==> src/rtl/utmi_rx_pkt_drv.sv <==
// ---------------------------------------------------------------------------
// utmi_rx_pkt_drv
//
// UTMI receive-side packet driver. It acts as the host/PHY stand-in that
// feeds a USB function core's UTMI Rx pins. A command (PID + payload length)
// is accepted while idle. The driver then serialises the packet as
//   RxActive lead-in -> PID slot -> payload slots -> [CRC16 lo/hi] -> tail.
// Payload bytes come from a first-word-fall-through source. DATA PIDs get the
// USB CRC16 appended.
//
// Parameters:
//   BYTE_GAP  cycles per byte slot (RxValid high for the first cycle only)
//   LEAD      RxActive cycles before the PID slot
//   TAIL      RxActive cycles after the last slot
//   LEN_W     payload length width
//
// Ports:
//   clk_i, rst_i            clock, synchronous active-high reset
//   cmd_valid_i/ready_o     command handshake (ready only while idle)
//   cmd_pid_i, cmd_len_i    PID[3:0] and payload byte count (CRC excluded)
//   data_req_o, data_i      FWFT pop strobe and head byte
//   DataIn_o, RxValid_o,
//   RxActive_o, RxError_o   UTMI Rx signals towards the core
//   done_o                  one-cycle pulse in the first cycle RxActive is low
//   err_inj_i, err_idx_i    error injection request and slot index
//
// Optional feature: define UTMI_RX_ERR_INJ_EN to enable error injection.
// Without it RxError_o is tied low and err_inj_i/err_idx_i are ignored.
// ---------------------------------------------------------------------------
module utmi_rx_pkt_drv #(
    parameter int unsigned BYTE_GAP = 1,
    parameter int unsigned LEAD     = 2,
    parameter int unsigned TAIL     = 2,
    parameter int unsigned LEN_W    = 11
) (
    input  logic             clk_i,
    input  logic             rst_i,
    input  logic             cmd_valid_i,
    output logic             cmd_ready_o,
    input  logic [3:0]       cmd_pid_i,
    input  logic [LEN_W-1:0] cmd_len_i,
    output logic             data_req_o,
    input  logic [7:0]       data_i,
    output logic [7:0]       DataIn_o,
    output logic             RxValid_o,
    output logic             RxActive_o,
    output logic             RxError_o,
    output logic             done_o,
    input  logic             err_inj_i,
    input  logic [LEN_W-1:0] err_idx_i
);

    typedef enum logic [2:0] {
        S_IDLE,
        S_LEAD,
        S_PID,
        S_DATA,
        S_CRC_LO,
        S_CRC_HI,
        S_TAIL
    } state_t;

    localparam logic [7:0]       GAP_LAST  = 8'(BYTE_GAP - 1);
    localparam logic [3:0]       LEAD_LAST = 4'(LEAD - 1);
    localparam logic [3:0]       TAIL_LAST = 4'(TAIL - 1);
    localparam logic [LEN_W-1:0] LEN_ONE   = LEN_W'(1);

    state_t           state, state_n;
    logic [3:0]       pid_q;
    logic [LEN_W-1:0] len_q;
    logic [LEN_W-1:0] bcnt;
    logic [7:0]       gap;
    logic [3:0]       wait_cnt;
    logic [15:0]      crc_q;
    logic [7:0]       byte_q;
    logic             done_q;

    logic             in_slot, first, slot_end, is_data, accept;
    logic             err_hit, abort;
    logic [7:0]       slot_byte;
    state_t           end_state, post_pay;

    // USB CRC16, reflected polynomial, one byte processed LSB first.
    function automatic logic [15:0] crc16_upd(input logic [15:0] c, input logic [7:0] d);
        logic [15:0] r;
        logic        fb;
        r = c;
        for (int unsigned i = 0; i < 8; i++) begin
            fb = r[0] ^ d[i];
            r  = r >> 1;
            if (fb) r = r ^ 16'hA001;
        end
        return r;
    endfunction

    assign in_slot  = (state == S_PID) || (state == S_DATA) ||
                      (state == S_CRC_LO) || (state == S_CRC_HI);
    assign first    = in_slot && (gap == '0);
    assign slot_end = in_slot && (gap == GAP_LAST);
    assign is_data  = (pid_q[1:0] == 2'b11);
    assign accept   = (state == S_IDLE) && cmd_valid_i;

    assign end_state = (TAIL != 0) ? S_TAIL : S_IDLE;
    assign post_pay  = is_data ? S_CRC_LO : end_state;

    // Byte presented in the first cycle of the current slot. Payload comes
    // straight from the FWFT head so it is valid in the cycle it is popped.
    always_comb begin
        slot_byte = byte_q;
        case (state)
            S_PID:    slot_byte = {~pid_q, pid_q};
            S_DATA:   slot_byte = data_i;
            S_CRC_LO: slot_byte = ~crc_q[7:0];
            S_CRC_HI: slot_byte = ~crc_q[15:8];
            default:  slot_byte = byte_q;
        endcase
    end

`ifdef UTMI_RX_ERR_INJ_EN
    logic             err_en_q;
    logic [LEN_W-1:0] err_idx_q;
    logic             aborted_q;
    logic [LEN_W-1:0] slot_idx;
    logic             idx_ok;

    // Slot numbering: PID = 0, payload = 1..len, CRC_LO = len+1.
    always_comb begin
        idx_ok   = 1'b1;
        slot_idx = '0;
        case (state)
            S_PID:    slot_idx = '0;
            S_DATA:   slot_idx = bcnt + LEN_ONE;
            S_CRC_LO: slot_idx = len_q + LEN_ONE;
            default:  idx_ok   = 1'b0;
        endcase
        err_hit = err_en_q && first && idx_ok && (slot_idx == err_idx_q);
        abort   = err_hit || aborted_q;
    end

    always_ff @(posedge clk_i) begin
        if (rst_i) begin
            err_en_q  <= 1'b0;
            err_idx_q <= '0;
            aborted_q <= 1'b0;
        end else if (accept) begin
            err_en_q  <= err_inj_i;
            err_idx_q <= err_idx_i;
            aborted_q <= 1'b0;
        end else if (err_hit) begin
            aborted_q <= 1'b1;
        end
    end
`else
    logic unused_err;
    assign unused_err = ^{err_inj_i, err_idx_i};
    assign err_hit    = 1'b0;
    assign abort      = 1'b0;
`endif

    always_ff @(posedge clk_i) begin
        if (rst_i) state <= S_IDLE;
        else       state <= state_n;
    end

    always_comb begin
        state_n     = state;
        cmd_ready_o = (state == S_IDLE);
        RxActive_o  = (state != S_IDLE);
        RxValid_o   = first && !err_hit;
        RxError_o   = err_hit;
        data_req_o  = first && (state == S_DATA);
        DataIn_o    = first ? slot_byte : byte_q;
        done_o      = done_q;
        case (state)
            S_IDLE:   if (cmd_valid_i) state_n = (LEAD != 0) ? S_LEAD : S_PID;
            S_LEAD:   if (wait_cnt == LEAD_LAST) state_n = S_PID;
            S_PID: begin
                if (slot_end) begin
                    if (abort)              state_n = end_state;
                    else if (len_q != '0)   state_n = S_DATA;
                    else                    state_n = post_pay;
                end
            end
            S_DATA: begin
                if (slot_end) begin
                    if (abort)                           state_n = end_state;
                    else if (bcnt == len_q - LEN_ONE)    state_n = post_pay;
                end
            end
            S_CRC_LO: if (slot_end) state_n = abort ? end_state : S_CRC_HI;
            S_CRC_HI: if (slot_end) state_n = end_state;
            S_TAIL:   if (wait_cnt == TAIL_LAST) state_n = S_IDLE;
            default:  state_n = S_IDLE;
        endcase
    end

    always_ff @(posedge clk_i) begin
        if (rst_i) begin
            pid_q    <= '0;
            len_q    <= '0;
            bcnt     <= '0;
            gap      <= '0;
            wait_cnt <= '0;
            crc_q    <= '1;
            byte_q   <= '0;
            done_q   <= 1'b0;
        end else begin
            done_q <= (state != S_IDLE) && (state_n == S_IDLE);

            if (accept) begin
                pid_q    <= cmd_pid_i;
                len_q    <= cmd_len_i;
                bcnt     <= '0;
                gap      <= '0;
                wait_cnt <= '0;
                crc_q    <= '1;
            end

            if (in_slot) gap <= slot_end ? '0 : gap + 8'd1;

            // Lead/tail counter restarts whenever the state changes.
            if (state == S_LEAD || state == S_TAIL)
                wait_cnt <= (state_n != state) ? '0 : wait_cnt + 4'd1;

            if (state == S_DATA && slot_end) bcnt <= bcnt + LEN_ONE;
            if (state == S_DATA && first)    crc_q <= crc16_upd(crc_q, data_i);

            if (first) byte_q <= slot_byte;
            if (state != S_IDLE && state_n == S_IDLE) byte_q <= '0;
        end
    end

endmodule

==> config.mk <==
export PLATFORM = sky130hd
export DESIGN_NAME = utmi_rx_pkt_drv
export DESIGN_NICKNAME = d
export VERILOG_FILES = /design/src/rtl/utmi_rx_pkt_drv.sv
export SDC_FILE = /design/constraint.sdc
export NUM_CORES = 1
export LEC_CHECK = 0
export ABC_AREA = 1
export ABC_CLOCK_PERIOD_IN_PS = 5850
export BUFFER_PORTS_ARGS = -buffer_cell sky130_fd_sc_hd__buf_2
export CELL_PAD_IN_SITES_DETAIL_PLACEMENT = 1
export CELL_PAD_IN_SITES_GLOBAL_PLACEMENT = 2
export CORE_MARGIN = 10
export CORE_UTILIZATION = 35
export CTS_CLUSTER_SIZE = 30
export DETAILED_ROUTE_END_ITERATION = 10
export HOLD_SLACK_MARGIN = 0.15
export PLACE_DENSITY = 0.86
export SETUP_SLACK_MARGIN = 0.15
export SLEW_MARGIN = 20
export SYNTH_ARGS = -nofsm -noshare
export SYNTH_HDL_FRONTEND = slang
export SYNTH_SLANG_ARGS = --single-unit
==> constraint.sdc <==
create_clock -name clk_i -period 5.85 [get_ports clk_i]
set_input_delay 0.585 -clock clk_i [delete_from_list [all_inputs] [get_ports clk_i]]
set_output_delay 0.585 -clock clk_i [all_outputs]
set_load 0.005 [all_outputs]
==> flow_summary.toml, run 1 <==
[sta]
fmax_ghz = 0.3290
post-route-period-util = 0.5196
maxSlewViolCount = 0
tightest_slew_ns = 1.061
fin_crit_ns = 3.040
rsz0062_at_grt = "false"
skew_ns = 0.01344
timing.slew.headroom = 0.2922
setup_violations = 0
finalWorstSetupSlack_ns = 2.810
hold_viol_final = 0
fin_tns_setup_ns = 0

[clock_network]
clock-sinks = 66
cts-root-buf = "clkbuf_8"
cts_buffers = 9
clkLatencyLatePin_ns = 0.35
clk_pin_slew_worst_paths_ns = 0.08
cts_tree = "built"
cts_setup_buffers = 0
postCtsHoldBufs = 0
cts_resized = 0
htreeDepth = 3
clockBufferDepth = 2

[worst_setup_path]
crit_path_end_kind = "output port"
ff2ff_path_depth = 12
required_ns = 5.27
worstReg2RegStart = "len_q[0]"
cp.arrival_ns = 2.45
rrSetupSlack_ns = 3.32
crit_family = "simple AND/OR/NAND/NOR gates"
max_stage_delay_ns = 0.42
cp-endpoint = "DataIn_o[7]"
cp_max_fo = 12
path_cells = "inv_1 -> nand3_1 -> nand2_1 -> inv_2 -> nand3_4 -> nand2_4 -> inv_2 -> or2_2 -> o21ai_0 -> inv_1 -> buf_2"
cp-start-kind = "register"
cp_num_cells = 11
path_buf_inv = 5
slowest_stage = "dfxtp_1"
r2r_end = "byte_q[6]"
critPathKind = "reg -> out"
startpoint = "state[1]"

[final_layout]
syn2layout_area_growth_pct = 12.81
fin_cells = 715
multi_input_area_um2 = 2088
seq_area_um2 = 1321
fin_area_um2 = 4230
fin_nets = 618
n_fill_cell = 1389
diodes = 0
final_util = 0.4079
drive_gt1_frac = 0.1451

[placed_design]
io_buffer_count = 38
gp_congestion = 0.8589
hpwlAfterDp_mm = 8.072
placedCellCount = 699
post_dp_cell_area_um2 = 4051
post-place-ws_ns = 3.201

[run_status]
status = "completed"

[global_routing]
antenna_found_initial = 0
grt_pass1_vias = 3902
grt.total_usage = 0.1519
grt-ovfl-total = 0
grt_max_degree = 34
grt_pass1_wl_mm = 18.65

[logic_synthesis]
syn_area_per_cell_um2 = 6.970
yosysTopAreaCellShare = 0.3524
synthCells = 538
ys_ff_latch = 66
synth_area_leader_cell = "dfxtp_1"
seq_area_frac_synth = 0.3524
synth.area.top_cells = "dfxtp_1 (35%), nand2_1 (11%), inv_1 (6.2%)"
yosys_warnings = 0
syn-cell-area_um2 = 3750
syn-num-nets = 582
synth.distinct_cells = 45

[floorplanning]
die_area_um2 = 15250
initial_utilization = 0.3616
core_um2 = 10370
ioPinCount = 52
die_width_um = 123.5
rows = 37
die_h_um = 123.5

[worst_hold_path]
min_delay_path_depth = 2
worstHoldPathType = "reg -> reg"

[routing]
drc = 0
drt-total-wl_mm = 10.87
ant_nets = 0
wl_per_cell_um = 15.20
first_iter_violations = 157
drt_pass1_iterations = 4
avgViaCountPerCell = 5.110
vias = 3654

[pwr]
p_leak_nw = 1.766
power_density_nw_per_um2 = 351.0
vdd_ir_drop_max_mv = 0.1788

[job]
drv_cap = 0
[cell usage after synthesis (all sizes together)]
| cell | n |
|---|---|
| nand2 | 120 |
| inv | 72 |
| dfxtp | 66 |
| nor2 | 52 |
| o21ai | 39 |
| nand3 | 38 |
| a21oi | 34 |
| o22ai | 16 |
| xor2 | 14 |
| xnor2 | 11 |
| clkbuf | 10 |
| nor3 | 9 |
| nand4 | 7 |
| a221oi | 6 |
| ha | 6 |
| or2 | 6 |
| a22oi | 5 |
| buf | 4 |
| o221ai | 4 |
| a211oi | 3 |
| nand3b | 3 |
| o211ai | 3 |
| a31oi | 2 |
| o31ai | 2 |
| a32oi | 1 |
| and2 | 1 |
| clkinv | 1 |
| conb | 1 |
| nor3b | 1 |
| xnor3 | 1 |
[cells in the final DEF, fill, tap and decap left out, types with 2 or more instances in the layout]
| cell | synthesis | layout |
|---|---|---|
| nand3_1 | 33 | 33 |
| nand2_1 | 112 | 112 |
| nand2_2 | 7 | 7 |
| dfxtp_1 | 66 | 66 |
| a21oi_1 | 34 | 34 |
| or2_2 | 2 | 2 |
| a31oi_1 | 2 | 2 |
| inv_2 | 10 | 10 |
| nor2_1 | 48 | 48 |
| o221ai_1 | 4 | 4 |
| o211ai_1 | 3 | 3 |
| nor2_2 | 3 | 3 |
| o31ai_1 | 2 | 2 |
| clkbuf_8 | 0 | 9 |
| a221oi_1 | 6 | 6 |
| xor2_1 | 14 | 14 |
| nand4_1 | 7 | 7 |
| buf_2 | 2 | 38 |
| clkinv_2 | 0 | 2 |
| clkbuf_1 | 10 | 4 |
| a22oi_1 | 4 | 4 |
| xnor2_1 | 11 | 11 |
| o21ai_0 | 38 | 38 |
| nor3_1 | 7 | 7 |
| nand3_2 | 4 | 4 |
| ha_1 | 6 | 6 |
| a211oi_1 | 3 | 3 |
| nand3b_1 | 3 | 3 |
| o22ai_1 | 16 | 16 |
| or2_0 | 3 | 3 |
| inv_1 | 62 | 62 |
[registers in the layout, summed over array words and instances, names as in the netlist, 3 cells and up]
name	cells
crc_q	16
wait_cnt	4
bcnt	11
len_q	11
gap	8
pid_q	4
state	3
byte_q	8
[power breakdown]
group | leakage (nW) | internal, mW | switching [mW]
combinational | 1.14 | 0.194 | 0.368
sequential | 0.537 | 0.503 | 0.0421
clock | 0.0914 | 0.197 | 0.182
[worst min-delay path, delay by kind of cell (launching register included)]
family	cells	cell delay, ns
flops	1	0.31
compound gates	1	0.06
simple gates	1	0.06
[how the worst min path moves through the flow]
| stage | from | to | slack, ns |
|---|---|---|---|
| floorplan | pid_q[3] | pid_q[3] | 0.44 |
| detailed placement | gap[7] | gap[7] | 0.46 |
| CTS | gap[7] | gap[7] | 0.47 |
| finish | gap[7] | gap[7] | 0.47 |
| global placement | gap[7] | gap[7] | 0.46 |
| global route | cmd_len_i[9] | len_q[9] | 0.48 |
[layout make-up]
class | instances | area share
Timing Repair Buffer | 39 | 0.04673
Multi-Input combinational cell | 385 | 0.4936
Clock inverter | 3 | 0.009465
Inverter | 73 | 0.06477
Clock buffer | 13 | 0.03283
Tap cell | 136 | 0.04022
Sequential cell | 66 | 0.3123
[cells by family after synthesis]
family / synth area share
and+or+nand+nor: 0.2900
AOI/OAI and AO/OA: 0.1815
buffers and inverters: 0.09076
DFF: 0.3524
xor gates and xnor gates: 0.06440
adders and majority gates: 0.02002
other: 0.001000
[stage by stage]
stage	power [mW]	hold WS [ns]
6_report	1.485	0.4739
5_1_grt	1.616	0.4801
4_1_cts	1.507	0.4734
3_5_place_dp	1.119	0.4633
3_3_place_gp	1.101	0.4550
2_1_floorplan	0.9423	0.4449
[metal layers]
layer / share of wire / GRT usage
met2: 0.48 / 0.2656
met1: 0.46 / 0.1797
met3: 0.045 / 0.04148
met5: 0 / 0
met4: 0.013 / 0.03785
Note: power is estimated with default switching activity, not from simulation.
==> run 2: changes to the inputs <==
--- a/config.mk
+++ b/config.mk
@@ -6,16 +6,16 @@
 export NUM_CORES = 1
 export LEC_CHECK = 0
 export ABC_AREA = 1
-export ABC_CLOCK_PERIOD_IN_PS = 5850
+export ABC_CLOCK_PERIOD_IN_PS = 2850
 export BUFFER_PORTS_ARGS = -buffer_cell sky130_fd_sc_hd__buf_2
 export CELL_PAD_IN_SITES_DETAIL_PLACEMENT = 1
 export CELL_PAD_IN_SITES_GLOBAL_PLACEMENT = 2
 export CORE_MARGIN = 10
-export CORE_UTILIZATION = 35
+export CORE_UTILIZATION = 32
 export CTS_CLUSTER_SIZE = 30
 export DETAILED_ROUTE_END_ITERATION = 10
 export HOLD_SLACK_MARGIN = 0.15
-export PLACE_DENSITY = 0.86
+export PLACE_DENSITY = 0.79
 export SETUP_SLACK_MARGIN = 0.15
 export SLEW_MARGIN = 20
 export SYNTH_ARGS = -nofsm -noshare
==> constraint.sdc (replaced) <==
create_clock -name clk_i -period 2.85 [get_ports clk_i]
set_input_delay 0.285 -clock clk_i [delete_from_list [all_inputs] [get_ports clk_i]]
set_output_delay 0.285 -clock clk_i [all_outputs]
set_load 0.005 [all_outputs]
==> run 2 against run 1 <==
First-iteration DRC count is 8.9% higher; hold slack worse by 0.26 ns; design area is 3.4% higher; sequential power is 110% higher; critical path depth is 3 lower; total power is 120% higher; largest cell class unchanged.
==> flow_summary.toml, run 2 (synthesis gave the netlist of run 1 again) <==
[floorplanning]
die_h_um = 128.3
die_width_um = 128.3
initial_utilization = 0.3270
ioPinCount = 52
die_area_um2 = 16450
rows = 39
core_um2 = 11470

[routing]
vias = 3635
first_iter_violations = 171
ant_nets = 0
avgViaCountPerCell = 5.007
drt-total-wl_mm = 11.34
drt_pass1_iterations = 4
wl_per_cell_um = 15.61
drc = 0

[worst_setup_path]
cp_max_fo = 8
cp-start-kind = "register"
rrSetupSlack_ns = 0.45
ff2ff_path_depth = 12
cp.arrival_ns = 2.23
required_ns = 2.57
r2r_end = "bcnt[10]"
path_cells = "inv_2 -> nand3_2 -> inv_1 -> a22oi_1 -> o221ai_1 -> o21ai_0 -> inv_1 -> buf_2"
crit_family = "compound AO/OA/AOI/OAI gates"
max_stage_delay_ns = 0.51
path_buf_inv = 4
slowest_stage = "dfxtp_1"
worstReg2RegStart = "gap[0]"
crit_path_end_kind = "output port"
critPathKind = "reg -> out"
critPathMostFrequentCell = "inv_1"

[pwr]
vdd_ir_drop_max_mv = 0.2983
combPwrFrac = 0.352
power_density_nw_per_um2 = 758.4
power.switching_mw = 1.275
seq_power_share = 0.338
p_int_mw = 2.043
clkPwrFrac = 0.311
netSwitchingFraction = 0.3843
p_leak_nw = 1.834

[clock_network]
cts_buffers = 9
clock-sinks = 66
clk_pin_slew_worst_paths_ns = 0.06
postCtsHoldBufs = 0
clockBufferDepth = 2
clkLatencyLatePin_ns = 0.34
cts_tree = "built"
cts-root-buf = "clkbuf_16"
htreeDepth = 3

[placed_design]
io_buffer_count = 38
gp_congestion = 0.7768
hpwlAfterDp_mm = 8.373
post_dp_cell_area_um2 = 4090

[sta]
fin_tns_setup_ns = 0
skew_ns = 0.01008
setup_violations = 0
fmax_ghz = 0.3984
hold_viol_final = 0
post-route-period-util = 0.8808
maxSlewViolCount = 0
tightest_slew_ns = 0.5654
rsz0062_at_grt = "true"
fin_crit_ns = 2.510
timing.slew.headroom = 0.6226

[final_layout]
seq_area_um2 = 1321
n_fill_cell = 1450
diodes = 0
multi_input_area_um2 = 2098
largest_reg_flops = 16
reg_top3 = "crc_q: 16 flops, bcnt: 11 flops, len_q: 11 flops"
syn2layout_area_growth_pct = 16.65
fin_nets = 622
final_cell_mix = "nand2_1 (112), dfxtp_1 (66), inv_1 (61)"
drive_gt1_frac = 0.1612
mostFrequentLayoutCell = "nand2_1"
fin_area_um2 = 4374
top_register = "crc_q"

[global_routing]
antenna_found_initial = 0
grt_max_degree = 33
grt_pass1_wl_mm = 19.01
grt-ovfl-total = 0
grt_pass1_vias = 3815
grt.total_usage = 0.1429

[worst_hold_path]
worstHoldPathType = "in -> reg"
min_delay_path_depth = 3
worstHoldStart = "cmd_len_i[9]"
min_to = "len_q[9]"

[run_status]
status = "completed"

[job]
drv_cap = 0
## run 2: cell types whose count changed in the layout (fill, tap and decap cells not counted), sizes merged
cell | before | now
bufinv | 1 | 0
clkbuf | 13 | 11
clkinvlp | 0 | 2
buf | 39 | 43
clkinv | 3 | 4
## run 2: power groups by stage
stage	logic (mW)	registers, mW	clock network (mW)
floorplan	0.822	1.11	0
global placement	1.15	1.13	0
detailed placement	1.17	1.14	0
CTS	1.18	1.12	1.07
global route	1.35	1.14	1.11
finish	1.17	1.12	1.03
## run 2: layout make-up
class,count,area share
multi-input combinational,385,0.4797
sequential,66,0.3021
inverter,73,0.06293
clock buffer,11,0.05549
timing repair buffer,43,0.05206
tap,143,0.04090
clock inverter,5,0.006865
## run 2: stage by stage
| stage | util | hold slack [ns] | total power, mW | worst slack [ns] | instances |
|---|---|---|---|---|---|
| after floorplan | - | 0.3635 | 1.934 | 0.9899 | 538 |
| after global placement | 0.3567 | 0.4520 | 2.281 | 0.4907 | 710 |
| after detailed placement | 0.3567 | 0.4653 | 2.307 | 0.4393 | 710 |
| after CTS | 0.3810 | 0.1994 | 3.370 | 0.2790 | 726 |
| after global routing | 0.3815 | 0.2068 | 3.591 | 0.1458 | 726 |
| final | 0.3815 | 0.2105 | 3.317 | 0.3398 | 726 |
## run 2: worst max path at each step
stage	startpoint	endpoint	slack, ns	cells after the start
floorplan	len_q[0]	wait_cnt[0]	0.99	15
global placement	len_q[0]	byte_q[2]	0.49	12
detailed placement	len_q[0]	byte_q[2]	0.44	12
CTS	state[1]	DataIn_o[7]	0.28	11
global route	state[2]	DataIn_o[7]	0.15	8
finish	state[2]	DataIn_o[7]	0.34	8
## run 2: metal layers
layer  GRT usage  part of all wire
met1      0.1708              0.48
met2      0.2399              0.47
met5           0                 0
met4     0.04768             0.012
met3     0.04012             0.042
## run 2: timing repair
action / 4_1_cts / 5_1_grt
gates resized for setup: 2 / 3
endpoints found under the setup margin: 1 / 3
buffers inserted: 0 / 0
## run 2: worst register-to-register path, delay by kind of cell (launching register included)
kind                     cells  cell delay (ns)
adder cells (fa/ha/maj)      1             0.16
buffers and inverters        3             0.42
AO/OA/AOI/OAI                1             0.21
AND/OR/NAND/NOR              7             1.19
flip-flops                   1             0.32
